==> src/rtl/seg_param_bank.sv <==
// Segmented parameter bank: one shadow set (cycle, freq_div, rep) per segment,
// committed to the active outputs on request, either immediately or at loop end.
module seg_param_bank #(
  parameter int NUM_SEGMENTS     = 2,
  parameter int CYCLE_WIDTH      = 16,
  parameter int FREQ_DIV_WIDTH   = 32,
  parameter int REP_WIDTH        = 32,
  parameter int DEFAULT_FREQ_DIV = 10,
  parameter int MIN_FREQ_DIV     = 1
) (
  input  logic                            clk,
  input  logic                            rst,
  input  logic                            we,
  input  logic [$clog2(NUM_SEGMENTS)-1:0] wseg,
  input  logic [1:0]                      wfield,
  input  logic [31:0]                     wdata,
  input  logic                            req_valid,
  input  logic [3:0]                      req_seg,
  input  logic                            req_mode,
  output logic                            req_ready,
  input  logic                            loop_end,
  output logic [3:0]                      cur_seg,
  output logic [CYCLE_WIDTH-1:0]          cycle,
  output logic [FREQ_DIV_WIDTH-1:0]       freq_div,
  output logic [REP_WIDTH-1:0]            rep,
  output logic                            done,
  output logic                            switched,
  output logic                            err
);

  localparam int SEG_W = $clog2(NUM_SEGMENTS);
  localparam logic [4:0] NSEG = 5'(NUM_SEGMENTS);
  localparam logic [FREQ_DIV_WIDTH-1:0] DEF_FD = FREQ_DIV_WIDTH'(DEFAULT_FREQ_DIV);
  localparam logic [FREQ_DIV_WIDTH-1:0] MIN_FD = FREQ_DIV_WIDTH'(MIN_FREQ_DIV);
  localparam logic [REP_WIDTH-1:0] REP_INF = {REP_WIDTH{1'b1}};

  typedef enum logic [1:0] {
    ST_IDLE  = 2'd0,
    ST_WAIT  = 2'd1,
    ST_APPLY = 2'd2
  } state_t;

  state_t state_r, next_state_s;

  logic [CYCLE_WIDTH-1:0]    sh_cycle_r [NUM_SEGMENTS];
  logic [FREQ_DIV_WIDTH-1:0] sh_fd_r    [NUM_SEGMENTS];
  logic [REP_WIDTH-1:0]      sh_rep_r   [NUM_SEGMENTS];

  logic [3:0]                lat_seg_r;
  logic                      lat_mode_r;
  logic                      ready_r;
  logic [3:0]                cur_seg_r;
  logic [CYCLE_WIDTH-1:0]    cycle_r;
  logic [FREQ_DIV_WIDTH-1:0] fd_r;
  logic [REP_WIDTH-1:0]      rep_r;
  logic [REP_WIDTH-1:0]      cnt_r;
  logic                      done_r;
  logic                      switched_r;
  logic                      err_r;

  logic [SEG_W-1:0]          req_idx_s;
  logic [SEG_W-1:0]          app_idx_s;
  logic                      seg_ok_s;
  logic                      req_legal_s;
  logic                      reject_s;

  // Shadow bank: defaults on reset, field writes accepted in every FSM state
  always_ff @(posedge clk) begin
    if (rst) begin
      for (int i = 0; i < NUM_SEGMENTS; i++) begin
        sh_cycle_r[i] <= {CYCLE_WIDTH{1'b0}};
        sh_fd_r[i]    <= DEF_FD;
        sh_rep_r[i]   <= REP_INF;
      end
    end else if (we) begin
      case (wfield)
        2'd0:    sh_cycle_r[wseg] <= wdata[CYCLE_WIDTH-1:0];
        2'd1:    sh_fd_r[wseg]    <= wdata[FREQ_DIV_WIDTH-1:0];
        2'd2:    sh_rep_r[wseg]   <= wdata[REP_WIDTH-1:0];
        default: ;
      endcase
    end
  end

  // Request legality: segment in range and its shadow divider not below the minimum
  always_comb begin
    req_idx_s   = req_seg[SEG_W-1:0];
    app_idx_s   = lat_seg_r[SEG_W-1:0];
    seg_ok_s    = ({1'b0, req_seg} < NSEG);
    req_legal_s = 1'b0;
    if (seg_ok_s) begin
      req_legal_s = (sh_fd_r[req_idx_s] >= MIN_FD);
    end else begin
      req_legal_s = 1'b0;
    end
  end

  // Next-state logic; a rejected request leaves the FSM in IDLE
  always_comb begin
    next_state_s = state_r;
    reject_s     = 1'b0;
    case (state_r)
      ST_IDLE: begin
        if (req_valid && req_legal_s) begin
          next_state_s = req_mode ? ST_WAIT : ST_APPLY;
        end else if (req_valid) begin
          reject_s = 1'b1;
        end else begin
          next_state_s = ST_IDLE;
        end
      end
      ST_WAIT: begin
        if (!lat_mode_r || loop_end || done_r) begin
          next_state_s = ST_APPLY;
        end else begin
          next_state_s = ST_WAIT;
        end
      end
      ST_APPLY: next_state_s = ST_IDLE;
      default:  next_state_s = ST_IDLE;
    endcase
  end

  // State register, ready flag and request latch
  always_ff @(posedge clk) begin
    if (rst) begin
      state_r    <= ST_IDLE;
      ready_r    <= 1'b1;
      lat_seg_r  <= 4'd0;
      lat_mode_r <= 1'b0;
    end else begin
      state_r <= next_state_s;
      ready_r <= (next_state_s == ST_IDLE);
      if (state_r == ST_IDLE && req_valid) begin
        lat_seg_r  <= req_seg;
        lat_mode_r <= req_mode;
      end
    end
  end

  // Active parameters, loop counter and status pulses
  always_ff @(posedge clk) begin
    if (rst) begin
      cur_seg_r  <= 4'd0;
      cycle_r    <= {CYCLE_WIDTH{1'b0}};
      fd_r       <= DEF_FD;
      rep_r      <= REP_INF;
      cnt_r      <= {REP_WIDTH{1'b0}};
      done_r     <= 1'b0;
      switched_r <= 1'b0;
      err_r      <= 1'b0;
    end else begin
      switched_r <= 1'b0;
      err_r      <= reject_s;
      if (state_r == ST_APPLY) begin
        // A loop end landing here belongs to the outgoing segment and is dropped
        cur_seg_r  <= lat_seg_r;
        cycle_r    <= sh_cycle_r[app_idx_s];
        fd_r       <= sh_fd_r[app_idx_s];
        rep_r      <= sh_rep_r[app_idx_s];
        cnt_r      <= {REP_WIDTH{1'b0}};
        done_r     <= 1'b0;
        switched_r <= 1'b1;
      end else if (loop_end && rep_r != REP_INF && !done_r) begin
        // Count stops at rep+1 because done blocks further increments
        cnt_r <= cnt_r + {{(REP_WIDTH-1){1'b0}}, 1'b1};
        if (cnt_r == rep_r) begin
          done_r <= 1'b1;
        end
      end
    end
  end

  assign req_ready = ready_r;
  assign cur_seg   = cur_seg_r;
  assign cycle     = cycle_r;
  assign freq_div  = fd_r;
  assign rep       = rep_r;
  assign done      = done_r;
  assign switched  = switched_r;
  assign err       = err_r;

endmodule

==> config.mk <==
export PLATFORM = sky130hd
export DESIGN_NAME = seg_param_bank
export DESIGN_NICKNAME = d
export VERILOG_FILES = /design/src/rtl/seg_param_bank.sv
export SDC_FILE = /design/constraint.sdc
export NUM_CORES = 1
export LEC_CHECK = 0
export BUFFER_PORTS_ARGS = -buffer_cell sky130_fd_sc_hd__buf_2
export CAP_MARGIN = 10
export CORE_AREA = 2 2 196 198
export DETAILED_ROUTE_END_ITERATION = 12
export DIE_AREA = 0 0 198 200
export GPL_TIMING_DRIVEN = 1
export SETUP_SLACK_MARGIN = 0.1
export SLEW_MARGIN = 15
export SYNTH_ARGS = -nofsm -noshare
export SYNTH_HDL_FRONTEND = slang
export SYNTH_SLANG_ARGS = --single-unit
==> constraint.sdc <==
create_clock -name clk -period 3.82 [get_ports clk]
set_input_delay 0.764 -clock clk [delete_from_list [all_inputs] [get_ports clk]]
set_output_delay 0.764 -clock clk [all_outputs]
set_load 0.1 [all_outputs]
==> impl_results.md <==
- Reg2reg start: cnt_r[0]
- Die Area: 0.0396 mm2
- Setup violations, final: 0
- Number of port buffers: 132
- Critical Path Sink Type: flip-flop
- Die Wd: 198 um
- Reg-to-reg slack, setup: 1320 ps
- Area growth from synthesis to layout: 19.2%
- CP delay by family, top: simple AND/OR/NAND/NOR gates
- Largest net degree at the start of global routing: 51
- H-tree depth: 1
- Critical Path RT: 4310 ps
- Top cells by area, synth: edfxtp_1 41%, dfxtp_1 21%, mux2i_1 7.3%
- Post-synth top area cell: edfxtp_1
- Reg2reg end: cnt_r[22]
- Most used DFF post-synth: edfxtp_1
- Rows: 71
- CTS tree: built
- Slew Limit Fails: 0
- GRT overflow: 0
- # DRC: 0
- Final clock skew: 18.6 ps
- Setup crit end: cnt_r[22]
- Gp weighted congestion: 0.876
- Critical path cell sequence: ha_1 > nand3_1 > or4_4 > a211o_1 > or4_1 > a21oi_1
- Sequential fraction of the synthesis area: 0.621
- Post-DP HPWL: 22000 um
- Final antenna-violating net count: 0
- Max_cap viols: 0
- Top-Level Pins: 133
- Clock sink total: 287
- Critical path origin: cnt_r[0]
- Final hold violations: 0
- Post-Route WL: 31200 um
- Ant. Diodes: 0
- Post-Syn Instances: 1018
- Worst min path class: in -> reg
- Vias in the first global route: 7917
- Most frequent cell after synthesis: edfxtp_1
- Hold-fix buffers, CTS: 0
- VDD IR max: 0.428 mV
- Period minus WS final: 2500 ps
- Leakage power: 0.00493 uW
- Area share of the largest cell type after synthesis: 0.406
- Resized cells post-CTS: 0
- Critical path class: reg -> reg
- Initial Util: 0.316
- Worst Path Arrival: 2990 ps
- Synth Register Bits: 287
- DR WL/cell: 18.6 um
- Syn nets: 1064
- Mapped Area: 0.0118 mm2
- Post-CTS Setup Bufs: 0
- Total CTS buffers: 30
- Bufs on Longest Clock Path: 3
- Rel. slew slack: 0.477
- Synth warn: 0
- Slowest cell on crit path: or4_4
- Yosys cell types: 43
- Worst path bufs/invs: 0
- Power density cells: 483 mW/mm2
- Critical path startpoint category: flip-flop
- Synthesized area per cell: 11.6 um2
- Die Ht: 200 um
- Setup TNS: 0 ps
- Async S/R FF share, synth: 0
- Global-route wire length before repair: 47400 um
- Share of post-route cells with drive strength above 1: 0.212
- Commonest cells in the netlist: 160 x edfxtp_1, 127 x dfxtp_1, 94 x and2_1, 86 x mux2i_1
- WP depth: 6
- Worst stage delay on the critical path: 600 ps
- Clock latency on the worst-skew pair: 570 ps
- Slew @ Worst Pin: 784 ps
- Crit share post-route: 0.654
- Status: completed
- Clock slew at reported path FFs: 60 ps
- Initial DRC count: 566
- F_max: 0.400 GHz
- Unrepaired setup endpoints after global routing: false
- Post-synth EDFFs: 160
- Placed cells: 1621
- Worst Reg2Reg Path Length in Cells: 6
- Root Buffer: clkbuf_16
- Max FO, Critical Path: 12
- Pre-antenna DRT Iters: 5
- All-Layer GR Usage: 0.158
- Core area: 0.0374 mm2
- Non-Filler Instances: 1677
- Nets: 1188
- Vias: 8028
- Via density: 4.79
- Initial antenna violation count: 1
## kinds of logic (layout without fill, tap and decap cells)
kind of cell	Yosys count	in the layout	synth area share
compound gates	144	144	0.0697
xor+xnor	45	45	0.0333
fa+ha+maj	1	1	0.00106
buf+inv	66	214	0.0214
flops	287	287	0.621
mux	86	86	0.0728
simple gates	389	389	0.181
## metrics by stage
step	area (um2)	total power [uW]	setup WS, ps	utilization	hold WS [ps]
final	14100	6810	1320	0.377	437
after floorplan	11800	3780	506	-	442
after global routing	14100	7050	1090	0.377	419
after detailed placement	13100	3960	965	0.350	438
after global placement	13100	3960	1010	0.350	433
after CTS	14100	6880	1320	0.377	412
## sequential cells by signal, indices dropped and copies added (netlist names), 4 cells and up
register	flops
freq_div	32
cnt_r	32
rep	32
lat_seg_r	4
sh_fd_r	64
sh_rep_r	64
sh_cycle_r	32
cycle	16
cur_seg	4
## layout make-up
cell class              instances  area (um2)
repair buffers                150         808
well taps                     511         639
flip-flops and latches        287        7350
clock buffers                  43         891
inverters                       8        30.0
fillers                      3653       23300
multi-input cells             665        4260
clock inverters                13         120
## placed cells by master, fill, tap and decap left out, types with 3 or more instances in the layout
| cell | netlist | routed |
|---|---|---|
| and4_1 | 3 | 3 |
| nor4_1 | 22 | 20 |
| mux2i_1 | 86 | 86 |
| nand4_1 | 24 | 24 |
| dfxtp_1 | 127 | 126 |
| or4_1 | 5 | 5 |
| xor2_1 | 14 | 14 |
| nand3_1 | 12 | 12 |
| o21ai_0 | 59 | 59 |
| nor2_1 | 62 | 62 |
| nand2_1 | 62 | 62 |
| clkbuf_16 | 0 | 31 |
| or3_1 | 47 | 47 |
| a2111oi_0 | 9 | 9 |
| a22o_1 | 4 | 4 |
| and3_1 | 3 | 3 |
| clkbuf_1 | 48 | 5 |
| buf_2 | 3 | 132 |
| clkbuf_8 | 0 | 7 |
| or2_2 | 37 | 37 |
| edfxtp_1 | 160 | 160 |
| xnor2_1 | 31 | 31 |
| o31ai_1 | 5 | 5 |
| inv_1 | 8 | 8 |
| buf_4 | 0 | 17 |
| a21oi_1 | 53 | 52 |
| clkinv_2 | 0 | 8 |
| and2_1 | 94 | 94 |
| a211oi_1 | 5 | 5 |
| nand2b_1 | 8 | 7 |
## worst min-delay path by stage
stage | slack (ps) | to | start | cells past startpoint
final | 440 | state_r[1] | req_mode | 2
after global routing | 420 | state_r[1] | req_mode | 2
after CTS | 410 | state_r[1] | req_mode | 2
after detailed placement | 440 | freq_div[22] | freq_div[22] | 2
after global placement | 430 | cycle[15] | cycle[15] | 2
after floorplan | 440 | cur_seg[1] | lat_seg_r[1] | 1
## worst register-to-register path, stage by stage, from the launching register on
cell     delay (ps)
dfxtp_1         440
ha_1            240
nand3_1         180
or4_4           600
a211o_1         380
or4_1           440
a21oi_1         150
## power by group
group / internal, uW / switching [uW] / total, uW
logic: 122 / 312 / 434
clock network: 1690 / 1220 / 2920
registers: 3390 / 72.7 / 3460
total: 5200 / 1610 / 6810
## metal layers
metal  global-route usage  share of wire
met5                    0        0.00045
met4               0.0320          0.017
met3               0.0228          0.048
met2                0.258           0.47
met1                0.223           0.47
Power figures use the tool's default switching activity.
